## src/rtl/bsg_bladerunner_rom_reader.sv

```systemverilog
// Fetches every word of the bladerunner configuration ROM through a manycore
// endpoint, throttled by a local credit counter, and exposes the words by index.
module bsg_bladerunner_rom_reader #(
  parameter int rom_els_p         = 32,
  parameter int rom_width_p       = 32,
  parameter int addr_width_p      = 28,
  parameter int data_width_p      = 32,
  parameter int max_out_credits_p = 16,
  parameter int lg_rom_els_lp     = (rom_els_p > 1) ? $clog2(rom_els_p) : 1,
  parameter int lg_credits_lp     = (max_out_credits_p + 1 > 1) ? $clog2(max_out_credits_p + 1) : 1
) (
  input  logic                     clk_i,
  input  logic                     reset_i,
  input  logic                     start_i,
  output logic                     busy_o,
  output logic                     done_o,
  output logic                     err_o,
  output logic                     out_v_o,
  output logic [addr_width_p-1:0]  out_addr_o,
  input  logic                     out_ready_i,
  input  logic                     returned_v_i,
  input  logic [data_width_p-1:0]  returned_data_i,
  output logic                     returned_yumi_o,
  input  logic [lg_rom_els_lp-1:0] rd_idx_i,
  output logic [rom_width_p-1:0]   rd_data_o
);

  // Counters must reach rom_els_p itself, one more value than an index needs.
  localparam int cnt_width_lp = $clog2(rom_els_p + 1);

  localparam logic [cnt_width_lp-1:0]  last_idx_lp    = cnt_width_lp'(rom_els_p - 1);
  localparam logic [cnt_width_lp-1:0]  rom_els_cnt_lp = cnt_width_lp'(rom_els_p);
  localparam logic [lg_credits_lp-1:0] max_credits_lp = lg_credits_lp'(max_out_credits_p);
  localparam logic [lg_rom_els_lp:0]   rom_els_ext_lp = (lg_rom_els_lp + 1)'(rom_els_p);

  typedef enum logic [1:0] {
    e_idle,
    e_issue,
    e_drain,
    e_done
  } state_e;

  state_e                   state_r, state_n;
  logic [cnt_width_lp-1:0]  issue_cnt_r, ret_cnt_r, ret_cnt_n;
  logic [lg_credits_lp-1:0] credits_r;
  logic                     err_r;
  logic                     fire, resp_ok, start_clr;
  logic [rom_width_p-1:0]   mem_r [rom_els_p];

  assign fire            = out_v_o & out_ready_i;
  assign resp_ok         = returned_v_i & (ret_cnt_r < issue_cnt_r);
  assign start_clr       = start_i & ((state_r == e_idle) | (state_r == e_done));
  assign ret_cnt_n       = resp_ok ? ret_cnt_r + cnt_width_lp'(1) : ret_cnt_r;
  assign returned_yumi_o = returned_v_i;
  assign err_o           = err_r;
  assign out_addr_o      = addr_width_p'(issue_cnt_r);

  // NOTE: sequential state uses non-blocking assignments so every register
  // samples pre-edge values regardless of process evaluation order.
  always_ff @(posedge clk_i or posedge reset_i) begin
    if (reset_i) begin
      state_r <= e_idle;
    end else begin
      state_r <= state_n;
    end
  end

  always_ff @(posedge clk_i or posedge reset_i) begin
    if (reset_i) begin
      issue_cnt_r <= '0;
      ret_cnt_r   <= '0;
      credits_r   <= max_credits_lp;
      err_r       <= 1'b0;
    end else begin
      if (returned_v_i & ~resp_ok) begin
        err_r <= 1'b1;
      end
      if (start_clr) begin
        issue_cnt_r <= '0;
        ret_cnt_r   <= '0;
      end else begin
        if (fire) begin
          issue_cnt_r <= issue_cnt_r + cnt_width_lp'(1);
        end
        ret_cnt_r <= ret_cnt_n;
      end
      // A simultaneous request and response cancel out.
      if (fire & ~resp_ok) begin
        credits_r <= credits_r - lg_credits_lp'(1);
      end else if (resp_ok & ~fire & (credits_r != max_credits_lp)) begin
        credits_r <= credits_r + lg_credits_lp'(1);
      end
    end
  end

  // NOTE: every variable in a combinational block gets a default first so no
  // path can leave it unassigned and infer a latch.
  always_comb begin
    state_n = state_r;
    unique case (state_r)
      e_idle:  if (start_i) state_n = e_issue;
      e_issue: if (fire && (issue_cnt_r == last_idx_lp)) state_n = e_drain;
      e_drain: if (ret_cnt_n == rom_els_cnt_lp) state_n = e_done;
      e_done:  if (start_i) state_n = e_issue;
      default: state_n = e_idle;
    endcase
  end

  always_comb begin
    out_v_o = (state_r == e_issue) && (credits_r != '0);
    busy_o  = (state_r == e_issue) || (state_r == e_drain);
    done_o  = (state_r == e_done);
  end

  // NOTE: the word storage has no reset; its contents only matter once done_o
  // is high, and leaving it unreset lets it map onto plain flops or RAM.
  always_ff @(posedge clk_i) begin
    if (resp_ok) begin
      mem_r[ret_cnt_r[lg_rom_els_lp-1:0]] <= returned_data_i[rom_width_p-1:0];
    end
  end

  always_comb begin
    rd_data_o = '0;
    if ({1'b0, rd_idx_i} < rom_els_ext_lp) begin
      rd_data_o = mem_r[rd_idx_i];
    end
  end

endmodule

```

## config.mk

```make
export PLATFORM = sky130hd
export DESIGN_NAME = bsg_bladerunner_rom_reader
export DESIGN_NICKNAME = d
export VERILOG_FILES = /design/src/rtl/bsg_bladerunner_rom_reader.sv
export SDC_FILE = /design/constraint.sdc
export NUM_CORES = 1
export LEC_CHECK = 0
export ABC_AREA = 1
export CAP_MARGIN = 40
export CORE_ASPECT_RATIO = 1.5
export CORE_MARGIN = 3
export CORE_UTILIZATION = 40
export CTS_CLUSTER_DIAMETER = 30
export CTS_CLUSTER_SIZE = 28
export DETAILED_ROUTE_END_ITERATION = 16
export GPL_TIMING_DRIVEN = 0
export PLACE_DENSITY = 0.54
export SLEW_MARGIN = 25
export SYNTH_ARGS = -nofsm -noshare
export SYNTH_HDL_FRONTEND = slang
export SYNTH_SLANG_ARGS = --single-unit
export TNS_END_PERCENT = 30
```

## constraint.sdc

```tcl
create_clock -name clk_i -period 5.2 [get_ports clk_i]
set_input_delay 1.04 -clock clk_i [delete_from_list [all_inputs] [get_ports clk_i]]
set_output_delay 1.04 -clock clk_i [all_outputs]
set_load 0.05 [all_outputs]
```

==> flow_summary.ini, run 1 <==
[routing]
wire_per_inst_um = 30.6
antenna_left = 0
drc = 0
drt_iter0_markers = 3526
vias = 29300
routed_via_density = 5.95
wl_mm = 151
dr.pass1.iters = 7

[worst_setup_path]
worstSetupPathType = primary input to output pin
end_kind = output pin
crit_arrival_ps = 4180
start_kind = primary input
crit_path_max_fanout = 10
path_cells = clkdlybuf4s50_1 -> buf_2 -> clkbuf_1 -> o221ai_1 -> nand3_1 -> o21ai_2 -> o21a_1 -> clkdlybuf4s15_2
worstPathRequired_ps = 4160
critPathMaxStageDelay_ps = 630
cp_slowest_cell = clkdlybuf4s50_1

[floorplanning]
die_y_um = 401
rows = 144
dieArea_um2 = 108000
die_x_um = 269
start_util_pct = 40.3
core-area_um2 = 103000
pin_count = 107

[synth]
synthCells = 3066
ys_types = 36
syn_area_um2 = 41500
ys_ff_latch = 1044
synth-seq-area-share_pct = 75.3
ys_warn_count = 0
syn_avg_cell_area_um2 = 13.5

[status]
violations = setup timing
status = finished, violations left

[cts]
clkTransAtPathRegs_ps = 50
cts.htree.levels = 4
cts_tree = yes
root_buffer = clkbuf_16
numCtsBuffers = 156
post_cts_buffers = 0
clockBufferDepth = 3
clk_latency_ps = 770
clock_sinks = 1044

[global_routing]
grt_max_degree = 33
grt_usage_pct = 27.7
grt-ovfl-total = 0
antenna_found_initial = 2
grt_pass1_wl_mm = 209
grt_pass1_vias = 28700

[timing]
slew_viol_final = 0
clock.fmax_ghz = 0.191
rsz0062_at_grt = yes
skew_ps = 20.8
hold_viol = 0
period_share_pct = 100
relSlewSlack_pct = 37.5
period_needed_ps = 5220
finalSetupViolations = 3
worstMarginPinSlew_ps = 938
setup_ws_ps = -24.4

[power_and_ir_drop]
finalPower_uw = 22700
leakage_uw = 0.0170
ir_drop_uv = 351
p_per_area_nw_per_um2 = 440

[min_path]
hold_path.class = flop to flop

[cells_and_area]
syn_to_final_growth_pct = 24.1
n_fill_cell = 8704
drive_gt1_share_pct = 17.5
fin_nets = 3470
fin_area_um2 = 51500

[place]
place_area_um2 = 45900
gp_congestion = 0.884
portBuffers = 81
dp_hpwl_mm = 105

[job]
cap_violations = 0
placed cells by master, fill, tap and decap left out, drive strengths merged:
cell / netlist / final
a31oi: 24 / 24
dlygate4sd2: 0 / 2
conb: 1 / 22
edfxtp: 1024 / 1024
a21o: 1 / 1
buf: 109 / 224
nor2: 635 / 635
nand2: 66 / 66
diode: 0 / 1
a211oi: 1 / 1
nand4: 6 / 6
clkinv: 1 / 49
inv: 43 / 73
o221ai: 184 / 184
dfstp: 1 / 1
clkdlybuf4s15: 0 / 28
dfrtp: 19 / 19
fa: 1 / 1
nand3: 96 / 96
clkinvlp: 0 / 19
o21ai: 575 / 575
a21oi: 35 / 35
dlymetal6s2s: 0 / 1
nor4: 1 / 1
o22ai: 72 / 72
ha: 17 / 17
o21bai: 1 / 1
nor3: 4 / 4
xor2: 5 / 5
o21a: 9 / 9
clkbuf: 135 / 302
clkdlybuf4s50: 0 / 16
bufinv: 0 / 22
cells by family (layout without fill, tap and decap cells):
| group | count (synthesis) | count (layout) | synth area share, % |
|---|---|---|---|
| buf+inv | 288 | 736 | 3.41 |
| compound gates | 902 | 902 | 12.9 |
| fa+ha+maj | 18 | 18 | 0.561 |
| xor+xnor | 5 | 5 | 0.105 |
| other cells | 1 | 23 | 0.00903 |
| flops | 1044 | 1044 | 75.3 |
| simple gates | 808 | 808 | 7.69 |
synthesized netlist by cell type:
cell type     n  area share, %
nand3_1      94            1.1
edfxtp_1   1024             74
clkinv_1      1         0.0090
o21bai_1      1          0.018
inv_1        42           0.38
a21oi_1      32           0.39
dfrtp_1      19            1.1
conb_1        1         0.0090
nand4_1       6          0.090
nor4_1        1          0.015
inv_4         1          0.015
buf_6        13           0.35
buf_12        1          0.048
nand2_2       2          0.030
o21ai_0     533            6.4
clkbuf_1    135            1.2
a21oi_4       1          0.039
a21oi_2       2          0.042
nand3_2       2          0.048
buf_4        42           0.76
dfstp_2       1          0.063
nand2_1      64           0.58
nor2_1      635            5.7
a31oi_1      24           0.36
fa_1          1          0.048
ha_1         17           0.51
nor3_1        4          0.048
o21ai_1      42           0.51
o21a_1        9           0.16
buf_1         5          0.045
o221ai_1    184            3.9
a211oi_1      1          0.018
o22ai_1      72            1.1
xor2_1        5           0.11
buf_2        48           0.58
a21o_1        1          0.018
power by group:
part	internal [uW]	total [uW]	switching [uW]
logic	614	2340	1730
clock network	6710	10800	4070
registers	9470	9560	86.1
critical path: cells and delay by family:
kind,cells,cell delay (ps)
simple gates,1,210
buf+inv,4,2020
compound gates,3,890
flip-flops by register name (all words and copies together) (netlist names):
name / cells
mem_r: 1024
err_o: 1
state_r: 2
credits_r: 5
issue_cnt_r: 6
ret_cnt_r: 6
timing repair:
action                     CTS  global route
pin swaps                    0             0
hold buffers                 0             0
cloned                       0             0
setup endpoints to repair   32            19
resized for setup          153            12
hold endpoints to repair     0             0
layer usage:
metal	wire (um)	track usage, %
met1	51100	31.5
met3	12300	5.20
met5	12	0
met4	12000	19.2
met2	75100	46.8
worst paths after layout:
check,startpoint,to,slack [ps],cells past startpoint
setup / recovery,rd_idx_i[2],rd_data_o[7],-20,8
hold / removal,err_o,err_o,460,1
setup reg to reg,issue_cnt_r[3],mem_r[12][25],1520,11
hold reg to reg,err_o,err_o,460,1
max in group asynchronous,reset_i,ret_cnt_r[4],4350,3
min in group asynchronous,reset_i,state_r[1],470,2
per-stage QoR:
step           setup WS, ps  hold WS [ps]  cells  setup TNS [ps]  util [%]
6_report              -24.4           456   4923           -65.8      50.1
5_1_grt               -63.9           467   4922            -223      50.1
4_1_cts               -8.35           460   4921           -18.0      50.0
3_5_place_dp           -848           448   4638          -22210      44.6
3_3_place_gp          -2650           448   4555         -535230      42.9
2_1_floorplan           865           483   3087               0         -
final cells by class:
type                            count  area, um^2  share of cell area, %
Timing Repair Buffer              165        2390                   4.64
Antenna cell                        1        2.50                0.00486
Inverter                           44         168                  0.326
Clock buffer                      164        3930                   7.64
Sequential cell                  1044       31300                   60.7
Clock inverter                    119        1480                   2.87
Buffer                            244        1330                   2.58
Multi-Input combinational cell   1755        9210                   17.9
Tap cell                         1387        1740                   3.37
Power figures use the tool's default switching activity.
==> inputs of run 2 (changes only) <==
--- a/config.mk
+++ b/config.mk
@@ -15,6 +15,7 @@
 export DETAILED_ROUTE_END_ITERATION = 16
 export GPL_TIMING_DRIVEN = 0
 export PLACE_DENSITY = 0.54
+export SKIP_CTS_REPAIR_TIMING = 1
 export SLEW_MARGIN = 25
 export SYNTH_ARGS = -nofsm -noshare
 export SYNTH_HDL_FRONTEND = slang
==> flow_summary.ini, run 2 (synthesis results as in run 1) <==
[floorplanning]
rows = 144
start_util_pct = 40.3
core-area_um2 = 103000
pin_count = 107
dieArea_um2 = 108000
die_x_um = 269
die_y_um = 401

[cells_and_area]
syn_to_final_growth_pct = 24.0
n_fill_cell = 8706
layout_common_cells = edfxtp_1 (1024), nor2_1 (603), o21ai_0 (533)
final_common_cell = edfxtp_1
fin_nets = 3471
final_util_pct = 50.0
stdcell_count = 4925
largest_reg_flops = 1024
drive_gt1_share_pct = 16.2

[cts]
cts_tree = yes
cts.htree.levels = 4
clk_latency_ps = 770
numCtsBuffers = 156
clock_sinks = 1044
clockBufferDepth = 3
clkTransAtPathRegs_ps = 50
root_buffer = clkbuf_16

[worst_setup_path]
worstPathRequired_ps = 4160
crit_arrival_ps = 4440
start_kind = primary input
rr_worst_depth = 11
cp-startpoint = rd_idx_i[2]
r2r_slack_ps = 1480
worstSetupPathType = primary input to output pin
crit_end = rd_data_o[12]
reg2reg_from = issue_cnt_r[3]
end_kind = output pin
crit_path_max_fanout = 10
rr_endpoint = mem_r[12][25]

[timing]
period_share_pct = 105
setup_ws_ps = -281
rsz0062_at_grt = yes
hold_viol = 0
skew_ps = 20.5
clock.fmax_ghz = 0.182
slew_viol_final = 0
whs_ps = 456
period_needed_ps = 5480
relSlewSlack_pct = 40.2
finalSetupViolations = 11
worstMarginPinSlew_ps = 897

[routing]
drt_iter0_markers = 3477
vias = 29300
dr.pass1.iters = 5
routed_via_density = 5.94
wire_per_inst_um = 30.6
drc = 0
antenna_left = 0
wl_mm = 151

[power_and_ir_drop]
p_per_area_nw_per_um2 = 440
leakage_uw = 0.0172
ir_drop_uv = 352

[global_routing]
grt-ovfl-total = 0
grt_usage_pct = 27.7
antenna_found_initial = 3
grt_pass1_wl_mm = 209
grt_max_degree = 33
grt_pass1_vias = 28700

[place]
dp_cells = 4638
dp_hpwl_mm = 105
portBuffers = 81
gp_congestion = 0.884
pre_cts_ws_ps = -848

[status]
violations = setup timing
status = finished, violations left

[min_path]
hold_path.class = flop to flop

[job]
cap_violations = 0
-- run 2: cell count changes in the layout (fill, tap and decap cells not counted), sizes merged --
cell	previous run	this run
dlygate4sd2	2	0
buf	224	226
clkdlybuf4s15	28	1
dlymetal6s2s	1	29
diode	1	2
-- run 2: report_power, final --
part | switching, uW | internal [uW]
clock | 4070 | 6700
sequential | 85.9 | 9470
combinational | 1720 | 615
total | 5880 | 16800
-- run 2: routing by layer --
layer | track usage, % | part of all wire, %
met1 | 31.5 | 34
met2 | 46.7 | 50
met3 | 5.23 | 8.0
met4 | 19.3 | 8.0
met5 | 0 | 0.011
-- run 2: critical path: stages --
cell and delay, ps:
clkdlybuf4s50_1 670, buf_2 440, clkbuf_1 630, o221ai_1 350
a31oi_1 680, a21oi_1 240, dlymetal6s2s_1 380
-- run 2: per-stage QoR --
step                TNS [ps]  instance area (um^2)  total power, uW
global route            -332                 51500            23300
global placement     -535230                 44100            11900
detailed placement    -22210                 45900            12000
CTS                   -22570                 51300            22700
finish                  -837                 51500            22700
floorplan                  0                 41600            10900
-- run 2: layout make-up --
cell class | instances | area, um^2 | area share, %
buffer | 244 | 1310 | 2.53
multi-input combinational | 1755 | 9170 | 17.8
tap | 1387 | 1740 | 3.37
clock inverter | 119 | 1480 | 2.87
antenna | 2 | 5.00 | 0.00972
sequential | 1044 | 31300 | 60.7
clock buffer | 164 | 3930 | 7.64
inverter | 44 | 168 | 0.326
timing repair buffer | 166 | 2430 | 4.72
-- run 2: how the worst min path moves through the flow --
stage | startpoint | cells past startpoint | endpoint | slack, ps
2_1_floorplan | credits_r[0] | 1 | credits_r[0] | 480
3_3_place_gp | err_o | 1 | err_o | 450
3_5_place_dp | err_o | 1 | err_o | 450
4_1_cts | err_o | 1 | err_o | 460
5_1_grt | reset_i | 2 | state_r[1] | 470
6_report | err_o | 1 | err_o | 460
